`config.mk`:
```
export PLATFORM = sky130hd
export DESIGN_NAME = jtag_tap_ctrl
export DESIGN_NICKNAME = d
export VERILOG_FILES = /design/src/rtl/jtag_pkg.sv /design/src/rtl/jtag_tap_fsm.sv /design/src/rtl/jtag_tap_ctrl.sv
export SDC_FILE = /design/constraint.sdc
export NUM_CORES = 1
export LEC_CHECK = 0
export ABC_CLOCK_PERIOD_IN_PS = 2200
export CORE_MARGIN = 1.5
export CORE_UTILIZATION = 30
export DETAILED_ROUTE_END_ITERATION = 10
export HOLD_SLACK_MARGIN = 0.03
export PLACE_DENSITY = 0.47
export SLEW_MARGIN = 5
export SYNTH_ARGS = -nofsm -noshare
export SYNTH_HDL_FRONTEND = slang
export SYNTH_SLANG_ARGS = --single-unit
```
`constraint.sdc`:
```
create_clock -name tck -period 2.2 [get_ports tck]
set_input_delay 0.44 -clock tck [delete_from_list [all_inputs] [get_ports tck]]
set_output_delay 0.44 -clock tck [all_outputs]
set_load 0.02 [all_outputs]
```
`src/rtl/jtag_pkg.sv`:
```
// Shared TAP definitions: state encoding, default geometry, instruction codes.
// Pure declarations, no logic.
package jtag_pkg;

   localparam int          DEF_IR_WIDTH   = 4;
   localparam logic [31:0] DEF_IDCODE_VAL = 32'h0BA0_0477;

   localparam logic [3:0] EXTEST = 4'b0000;
   localparam logic [3:0] SAMPLE = 4'b0001;
   localparam logic [3:0] IDCODE = 4'b0010;
   localparam logic [3:0] BYPASS = 4'b1111;

   typedef enum logic [3:0] {
      TLR,
      RTI,
      SEL_DR,
      CAP_DR,
      SHIFT_DR,
      EXIT1_DR,
      PAUSE_DR,
      EXIT2_DR,
      UPD_DR,
      SEL_IR,
      CAP_IR,
      SHIFT_IR,
      EXIT1_IR,
      PAUSE_IR,
      EXIT2_IR,
      UPD_IR
   } tap_state_t;

endpackage

```
`src/rtl/jtag_tap_fsm.sv`:
```
// 16-state TAP sequencer driven by tms; one-hot decodes come straight off the
// state register (Moore, valid the cycle the state is entered, no backpressure).
module jtag_tap_fsm
   import jtag_pkg::*;
(
   input  logic tck,
   input  logic rst,
   input  logic tms,
   output logic st_tlr,
   output logic st_cap_dr,
   output logic st_shift_dr,
   output logic st_upd_dr,
   output logic st_cap_ir,
   output logic st_shift_ir,
   output logic st_upd_ir
);

   tap_state_t state;
   tap_state_t state_nxt;

   always_ff @(posedge tck) begin
      if (rst) begin
         state <= TLR;
      end else begin
         state <= state_nxt;
      end
   end

   always_comb begin
      state_nxt   = state;
      st_tlr      = (state == TLR);
      st_cap_dr   = (state == CAP_DR);
      st_shift_dr = (state == SHIFT_DR);
      st_upd_dr   = (state == UPD_DR);
      st_cap_ir   = (state == CAP_IR);
      st_shift_ir = (state == SHIFT_IR);
      st_upd_ir   = (state == UPD_IR);
      case (state)
         TLR:      state_nxt = tms ? TLR      : RTI;
         RTI:      state_nxt = tms ? SEL_DR   : RTI;
         SEL_DR:   state_nxt = tms ? SEL_IR   : CAP_DR;
         CAP_DR:   state_nxt = tms ? EXIT1_DR : SHIFT_DR;
         SHIFT_DR: state_nxt = tms ? EXIT1_DR : SHIFT_DR;
         EXIT1_DR: state_nxt = tms ? UPD_DR   : PAUSE_DR;
         PAUSE_DR: state_nxt = tms ? EXIT2_DR : PAUSE_DR;
         EXIT2_DR: state_nxt = tms ? UPD_DR   : SHIFT_DR;
         UPD_DR:   state_nxt = tms ? SEL_DR   : RTI;
         SEL_IR:   state_nxt = tms ? TLR      : CAP_IR;
         CAP_IR:   state_nxt = tms ? EXIT1_IR : SHIFT_IR;
         SHIFT_IR: state_nxt = tms ? EXIT1_IR : SHIFT_IR;
         EXIT1_IR: state_nxt = tms ? UPD_IR   : PAUSE_IR;
         PAUSE_IR: state_nxt = tms ? EXIT2_IR : PAUSE_IR;
         EXIT2_IR: state_nxt = tms ? UPD_IR   : SHIFT_IR;
         UPD_IR:   state_nxt = tms ? SEL_DR   : RTI;
         default:  state_nxt = TLR;
      endcase
   end

endmodule

```
`src/rtl/jtag_tap_ctrl.sv`:
```
// TAP controller: IR, IDCODE and bypass registers, tdo return mux and BSC strobes.
// Controls are Moore decodes of the TAP state; tdo is combinational; no backpressure.
module jtag_tap_ctrl
   import jtag_pkg::*;
#(
   parameter int          IR_WIDTH   = DEF_IR_WIDTH,
   parameter logic [31:0] IDCODE_VAL = DEF_IDCODE_VAL,
   parameter int          BSR_LEN    = 8
) (
   input  logic                tck,
   input  logic                rst,
   input  logic                tms,
   input  logic                tdi,
   output logic                tdo,
   output logic                tdo_en,
   output logic                bsr_si,
   input  logic                bsr_so,
   output logic                bsr_sdr,
   output logic                bsr_clk_dr,
   output logic                bsr_up_dr,
   output logic                bsr_mode,
   output logic [IR_WIDTH-1:0] ir_out
);

   localparam logic [IR_WIDTH-1:0] I_EXTEST  = IR_WIDTH'(EXTEST);
   localparam logic [IR_WIDTH-1:0] I_SAMPLE  = IR_WIDTH'(SAMPLE);
   localparam logic [IR_WIDTH-1:0] I_IDCODE  = IR_WIDTH'(IDCODE);
   localparam logic [IR_WIDTH-1:0] IR_CAPVAL = IR_WIDTH'(2'b01);

   // The capture pattern needs two IR bits and IDCODE bit0 marks a real IDCODE.
   if (IR_WIDTH < 2 || BSR_LEN < 1 || IDCODE_VAL[0] != 1'b1) begin : g_param_err
      $error("jtag_tap_ctrl: illegal parameterisation");
   end

   logic                st_tlr;
   logic                st_cap_dr;
   logic                st_shift_dr;
   logic                st_upd_dr;
   logic                st_cap_ir;
   logic                st_shift_ir;
   logic                st_upd_ir;
   logic [IR_WIDTH-1:0] ir;
   logic [IR_WIDTH-1:0] ir_sr;
   logic [31:0]         id_sr;
   logic                byp;
   logic                bsr_sel;
   logic                id_sel;

   jtag_tap_fsm u_fsm (
      .tck         (tck),
      .rst         (rst),
      .tms         (tms),
      .st_tlr      (st_tlr),
      .st_cap_dr   (st_cap_dr),
      .st_shift_dr (st_shift_dr),
      .st_upd_dr   (st_upd_dr),
      .st_cap_ir   (st_cap_ir),
      .st_shift_ir (st_shift_ir),
      .st_upd_ir   (st_upd_ir)
   );

   // Unlisted codes fall through to bypass: neither BSR nor IDCODE selected.
   assign bsr_sel = (ir == I_EXTEST) || (ir == I_SAMPLE);
   assign id_sel  = (ir == I_IDCODE);

   always_ff @(posedge tck) begin
      if (rst) begin
         ir    <= I_IDCODE;
         ir_sr <= '0;
         id_sr <= IDCODE_VAL;
         byp   <= 1'b0;
      end else begin
         if (st_tlr) begin
            ir <= I_IDCODE;
         end else if (st_upd_ir) begin
            ir <= ir_sr;
         end

         if (st_cap_ir) begin
            ir_sr <= IR_CAPVAL;
         end else if (st_shift_ir) begin
            ir_sr <= {tdi, ir_sr[IR_WIDTH-1:1]};
         end

         if (st_cap_dr && id_sel) begin
            id_sr <= IDCODE_VAL;
         end else if (st_shift_dr && id_sel) begin
            id_sr <= {tdi, id_sr[31:1]};
         end

         if (st_cap_dr && !id_sel && !bsr_sel) begin
            byp <= 1'b0;
         end else if (st_shift_dr && !id_sel && !bsr_sel) begin
            byp <= tdi;
         end
      end
   end

   always_comb begin
      tdo = 1'b0;
      if (st_shift_ir) begin
         tdo = ir_sr[0];
      end else if (st_shift_dr) begin
         if (id_sel) begin
            tdo = id_sr[0];
         end else if (bsr_sel) begin
            tdo = bsr_so;
         end else begin
            tdo = byp;
         end
      end
   end

   assign tdo_en     = st_shift_dr || st_shift_ir;
   assign bsr_si     = tdi;
   assign bsr_sdr    = st_shift_dr && bsr_sel;
   assign bsr_clk_dr = (st_cap_dr || st_shift_dr) && bsr_sel;
   assign bsr_up_dr  = st_upd_dr && bsr_sel;
   assign bsr_mode   = (ir == I_EXTEST);
   assign ir_out     = ir;

endmodule

```
# Word-level counts from Yosys, hierarchy flattened
# Index checks and enable logic that the tools add are counted.
[totals]
regBits = 45
word_cells = 66
inputBits = 5
out_inout_bits = 11
[classes]
n_eq_ne = 17
reduce_logical = 24
mux = 19
[ops]
columns = ["operator", "n"]
rows = [
  ["one-hot mux 4 bit (12 select lines)", 1],
  ["equality test 4 bit (second input constant)", 8],
  ["equality test 4 x 3 -> 1 bit (second input constant)", 4],
  ["2-to-1 mux 4 bit", 4],
  ["equality test 4 x 2 -> 1 bit (second input constant)", 3],
  ["OR reduction 2 bit", 6],
  ["logical AND 1 bit", 9],
  ["2-to-1 mux 1 bit", 9],
  ["equality test 4 x 1 -> 1 bit (second input constant)", 2],
  ["zero test 4 bit", 2],
  ["2-to-1 mux 2 bit", 3],
  ["2-to-1 mux 3 bit", 2],
  ["logical OR 1 bit", 3],
  ["OR reduction 3 bit", 1],
  ["zero test 1 bit", 2],
  ["nonzero test 2 bit", 1],
]

# Longest topological paths before layout
[depth]
ltp_word = 6
mapped_depth = 5
ltp_nobuf = 3

# By module
# A second synthesis with hierarchy kept.
[hier_totals]
hier_cells = 220
hier_area_um2 = 2005.7
[by_module_without_submodules]
columns = ["mod", "cells_per_inst", "seq_area_each_um2", "area_per_inst_um2", "instances"]
rows = [
  ["jtag_tap_ctrl", 172, 820.8, 1644.1, 1],
  ["jtag_tap_fsm", 48, 80.1, 361.6, 1],
]

# Worst setup path after synthesis
# No wires, ideal clock.
[synth_timing]
path_type = "flip-flop to output port"
from = "reg ir[3] (netlist: ir_out[3])"
to = "out bsr_up_dr"
path_buffers = 0
setup_slack_ns = 0.222
path_stages_with_launch = 3
arrival_time_ns = 1.538
required_ns = 1.760
cell_sequence = "dfxtp_1 or3_1 nor4_1"
[synth_via]
elab_chain_len = 3
word_cells_on_any_way = 4
cone_classes = "eq/ne: 1; reduce/logical: 3"
[synth_lines]
columns = ["element", "line", "text"]
rows = [
  ["start: declaration", "jtag_tap_ctrl.sv:42", "logic [IR_WIDTH-1:0] ir;"],
  ["start signal: assignment", "jtag_tap_ctrl.sv:76", "ir <= ir_sr;"],
  ["equality test 4 x 1 -> 1 bit / zero test 4 bit (equally long branches)", "jtag_tap_ctrl.sv:63", "assign bsr_sel = (ir == I_EXTEST) || (ir == I_SAMPLE);"],
  ["logical OR 1 bit (*)", "jtag_tap_ctrl.sv:63", ""],
  ["logical AND 1 bit (*)", "jtag_tap_ctrl.sv:118", "assign bsr_up_dr = st_upd_dr && bsr_sel;"],
  ["end: declaration", "jtag_tap_ctrl.sv:20", "output logic bsr_up_dr,"],
]
# Every way passes the cells marked *; elsewhere a longest branch is shown, timed or not.

# Final worst setup path
[layout_timing]
from = "in bsr_so"
to = "out tdo"
[layout_via]
elab_chain_len = 4
[layout_lines]
columns = ["element", "line", "text"]
rows = [
  ["start: declaration", "jtag_tap_ctrl.sv:17", "input logic bsr_so,"],
  ["2-to-1 mux 1 bit", "jtag_tap_ctrl.sv:106", "end else if (bsr_sel) begin"],
  ["2-to-1 mux 1 bit", "jtag_tap_ctrl.sv:104", "if (id_sel) begin"],
  ["2-to-1 mux 1 bit", "jtag_tap_ctrl.sv:103", "end else if (st_shift_dr) begin"],
  ["2-to-1 mux 1 bit", "jtag_tap_ctrl.sv:101", "if (st_shift_ir) begin"],
  ["end: declaration", "jtag_tap_ctrl.sv:14", "output logic tdo,"],
]
# No other way between the ends.

==> qor.log <==
[run_status] status complete, but fails checks
[run_status] failing checks DRC
[global_route] aggregate global routing overflow 0
[critical_path] cell-by-cell listing of the critical path clkdlybuf4s50_1 > nor2_1 > o21ai_0 > a22o_1 > dlygate4sd2_1
[synth] share of flip-flops with an asynchronous set or reset after synthesis 0%
[place] quantity of I/O buffers inserted on ports 15
[synth] compound-gate portion of the synthesized area 23.27%
[timing] clock period minus worst slack 2119 ps
[layout] final antenna diode count 0
[clock_tree] clock-pin transition on the worst setup and hold timing paths 80 ps
[synth] cell type with the largest total area after synthesis dfxtp_1
[route] routed via count 1,617
[die] core outline area 6422 sq um
[global_route] maximum number of pins on one net before global-route repair 54
[layout] final cell area excluding filler cells 2394 sq um
[critical_path] data arrival time at the worst-slack endpoint 1680 ps
[synth] share of the synthesized area in the top cell type 44.55%
[route] Pre-antenna DRT Iters 8
[synth] number of register bits inferred by synthesis 45
[timing] tightest hold margin 467.3 ps
[synth] number of enable flip-flop cells after synthesis 0
[synth] combined area of all synthesized cells 2022 sq um
[synth] area share of xor/xnor cells in the synthesized design 0.4332%
[synth] share of synthesized area occupied by flip-flops and latches 44.55%
[clock_tree] number of buffers added to fix hold violations after cts 0
[synth] mean area per synthesized cell 8.986 sq um
[critical_path] reg2reg start ir_out[0]$_SDFFE_PP0P_
[synth] total nets after synthesis 230
[timing] Final setup violation count 0
[die] Initial Utilization 31.48%
[layout] Layout Area Growth over Synthesis 18.38%
[layout] Total Nets Final 251
[job] Max-cap violations 0
[clock_tree] clock tree root driver cell clkbuf_8
[route] number of DRC markers after the initial detailed-route iteration 101
[synth] Post-synth top flop dfxtp_1
[die] die boundary width 85.10 microns
[synth] arithmetic-cell share of the synthesized area counting full adders, half adders and majority gates 0%
[global_route] antenna violations before repair 0
[synth] number of instances in the synthesized netlist 225
[pwr] switching part of the total 25.68%
[route] remaining antenna violation count after routing 0
[critical_path] Max FO, Critical Path 1
[pwr] worst voltage drop across the vdd grid 212.6 uV
[critical_path] Worst path slowest cell clkdlybuf4s50_1
[pwr] P per Cell Area 624.5 nW/um^2
[clock_tree] buffer count from post-CTS setup fixing 0
[timing] Slew @ Worst Pin 457.6 ps
[die] Site Rows 29
[clock_tree] cts bufs inserted 5
[clock_tree] clock tree from TritonCTS built
[synth] top cells by count, synth dfxtp_1 (45), nor2_1 (33), nand2b_1 (17), a22oi_1 (13), inv_1 (13)
[timing] number of pins exceeding their max-slew limit in the final report 0
[critical_path] Worst Path Class, Setup input pin to primary output
[clock_tree] insertion delay of the later-clocked pin in the worst-skew pair 300 ps
[die] Total Die Area 7241 sq um
[route] wire length per cell after detailed routing 12.74 microns
[route] DRC violation count after routing 1
[pwr] Clk network pwr share 34.7%
[clock_tree] TritonCTS sink count 45
[synth] simple-gate area share of the yosys netlist 22.52%
[global_route] vias in the first global route 1,523
[pwr] portion of total power attributed to combinational logic 9.4%
[timing] slew margin rel. 69.50%
[timing] unrepaired setup endpoints after global routing no
[route] mean number of vias per cell 4.991
[pwr] net switching component of the power 0.0003838 W
[critical_path] crit end category primary output
[route] total detailed-routing wirelength 4.128 mm
[global_route] overall fraction of global-route tracks in use 12.44%
[synth] most common cell in the synthesized netlist dfxtp_1
[critical_path] RR Endpoint id_sr[0]$_SDFFE_PP1P_
[timing] final clock skew 5.121 ps
[min_path] beginning of the worst hold path ir_sr[1]$_SDFFE_PP0P_
[pwr] sequential fraction of design power 55.9%
[critical_path] setup slack of the worst register-to-register path 520 ps
[min_path] path type of the worst min-delay path register to register
[place] last weighted congestion value of the routability-driven placer 0.7559
[clock_tree] buffer levels on the longest clock path 2
[die] Boundary Pins 16
[timing] final hold violation count 0
[critical_path] Data required, critical path 1760 ps
[timing] Fmax achieved 471.9 MHz
[critical_path] worst stage delay on the critical path 460 ps
[pwr] static leakage 0.8762 nW
[layout] layout cell share with drive strength beyond 1 17.41%
[synth] main combinational cell family by area after synthesis compound AO/OA/AOI/OAI gates
[place] total placed instance area 2323 sq um
[critical_path] worst-case reg-to-reg path depth 4
[synth] multiplexer share of the synthesized area 1.485%
[die] vertical die dimension 85.10 microns
[synth] count of cell types in the netlist 49
[synth] count of synthesis-stage warnings from yosys 0
[clock_tree] # H-tree levels 2
[synth] top cells by area in the synthesized netlist dfxtp_1 (45%), nor2_1 (6.1%), nand2b_1 (5.3%)
[pwr] internal portion of total power 0.001111 W
[global_route] first-pass GRT wire length 7.203 mm
[timing] share of the cycle needed by the critical path after routing 96.33%
[critical_path] launching element type of the critical path input pin
[min_path] Worst Hold Path Cells 2
[min_path] worst-case hold path end point ir_sr[1]$_SDFFE_PP0P_
[place] half-perimeter wire length after detailed placement 2.724 mm
## per-stage QoR
stage	setup TNS, ps	instances	util, %	total power [W]	setup WS, ps
global placement	-207.2	316	36.18	0.0009969	-207.2
CTS	0	324	37.48	0.001520	4.054
detailed placement	-204.4	316	36.18	0.0009970	-204.4
floorplan	0	225	-	0.0009537	222.1
global route	0	324	37.27	0.001568	8.236
finish	0	324	37.27	0.001495	80.72
## registers in the layout (all words and copies together) (netlist names)
| name | cells |
|---|---|
| byp | 1 |
| id_sr | 32 |
| ir_out | 4 |
| ir_sr | 4 |
| u_fsm.state | 4 |
## critical path, delay by kind of cell
family | cells | cell delay, ps
compound gates | 2 | 410
buf+inv | 2 | 780
simple gates | 1 | 40
## cell usage in the layout, fill, tap and decap left out, drive strengths merged, types with 2 or more instances in the layout
cell type / instances
nand3: 5
nand2b: 17
dfxtp: 45
a31oi: 2
a21oi: 5
a22oi: 13
o32ai: 9
a211oi: 2
nor3b: 3
nor2b: 3
inv: 14
clkdlybuf4s50: 9
mux2i: 3
nand2: 7
nand3b: 2
o21a: 2
o22ai: 11
clkbuf: 9
nor4b: 2
o21ai: 4
nor2: 33
buf: 20
## cell families (layout without fill, tap and decap cells)
family	after synthesis	count (layout)
AOI/OAI and AO/OA	60	60
xor gates and xnor gates	1	1
buffers and inverters	34	56
DFF	45	45
muxes	3	3
and+or+nand+nor	82	82
## timing repair
item / CTS / global route
gates resized for setup: 7 / 11
endpoints found under the hold margin: 0 / 0
setup endpoints to repair: 6 / 6
pin swaps: 0 / 0
## cell type report
cell class | count | area (sq um)
clock inverters | 3 | 21.27
flip-flops and latches | 45 | 902.1
inverters | 13 | 48.80
well taps | 77 | 96.34
repair buffers | 35 | 291.5
fillers | 683 | 4029
clock buffers | 5 | 68.82
multi-input cells | 146 | 964.7
## per-layer routing
layer	share of wire [%]	GRT usage [%]	wire (microns)	vias to the layer above
met5	0	0	0	-
met4	1.6	4.918	68	0
met3	2.2	2.626	90	5
met2	43	19.34	1771	15
met1	53	16.87	2197	746
li1	-	-	-	851
## how the worst max path moves through the flow
stage | startpoint | end | slack (ps) | depth (start not counted)
6_report | bsr_so | tdo | 80 | 5
5_1_grt | u_fsm.state[0]$_SDFF_PP0_ | tdo | 8 | 4
4_1_cts | u_fsm.state[0]$_SDFF_PP0_ | tdo_en | 4 | 3
3_5_place_dp | bsr_so | tdo | -200 | 5
3_3_place_gp | bsr_so | tdo | -210 | 5
2_1_floorplan | ir_out[3]$_SDFFE_PP0P_ | bsr_up_dr | 220 | 2
## power by group through the flow
stage               sequential [W]  clock, W  combinational [W]
floorplan                 0.000850         0           0.000104
global placement          0.000854         0           0.000143
detailed placement        0.000854         0           0.000143
CTS                       0.000835  0.000543           0.000142
global route              0.000838  0.000574           0.000156
finish                    0.000835  0.000519           0.000141
(Power assumes the default switching activity.)
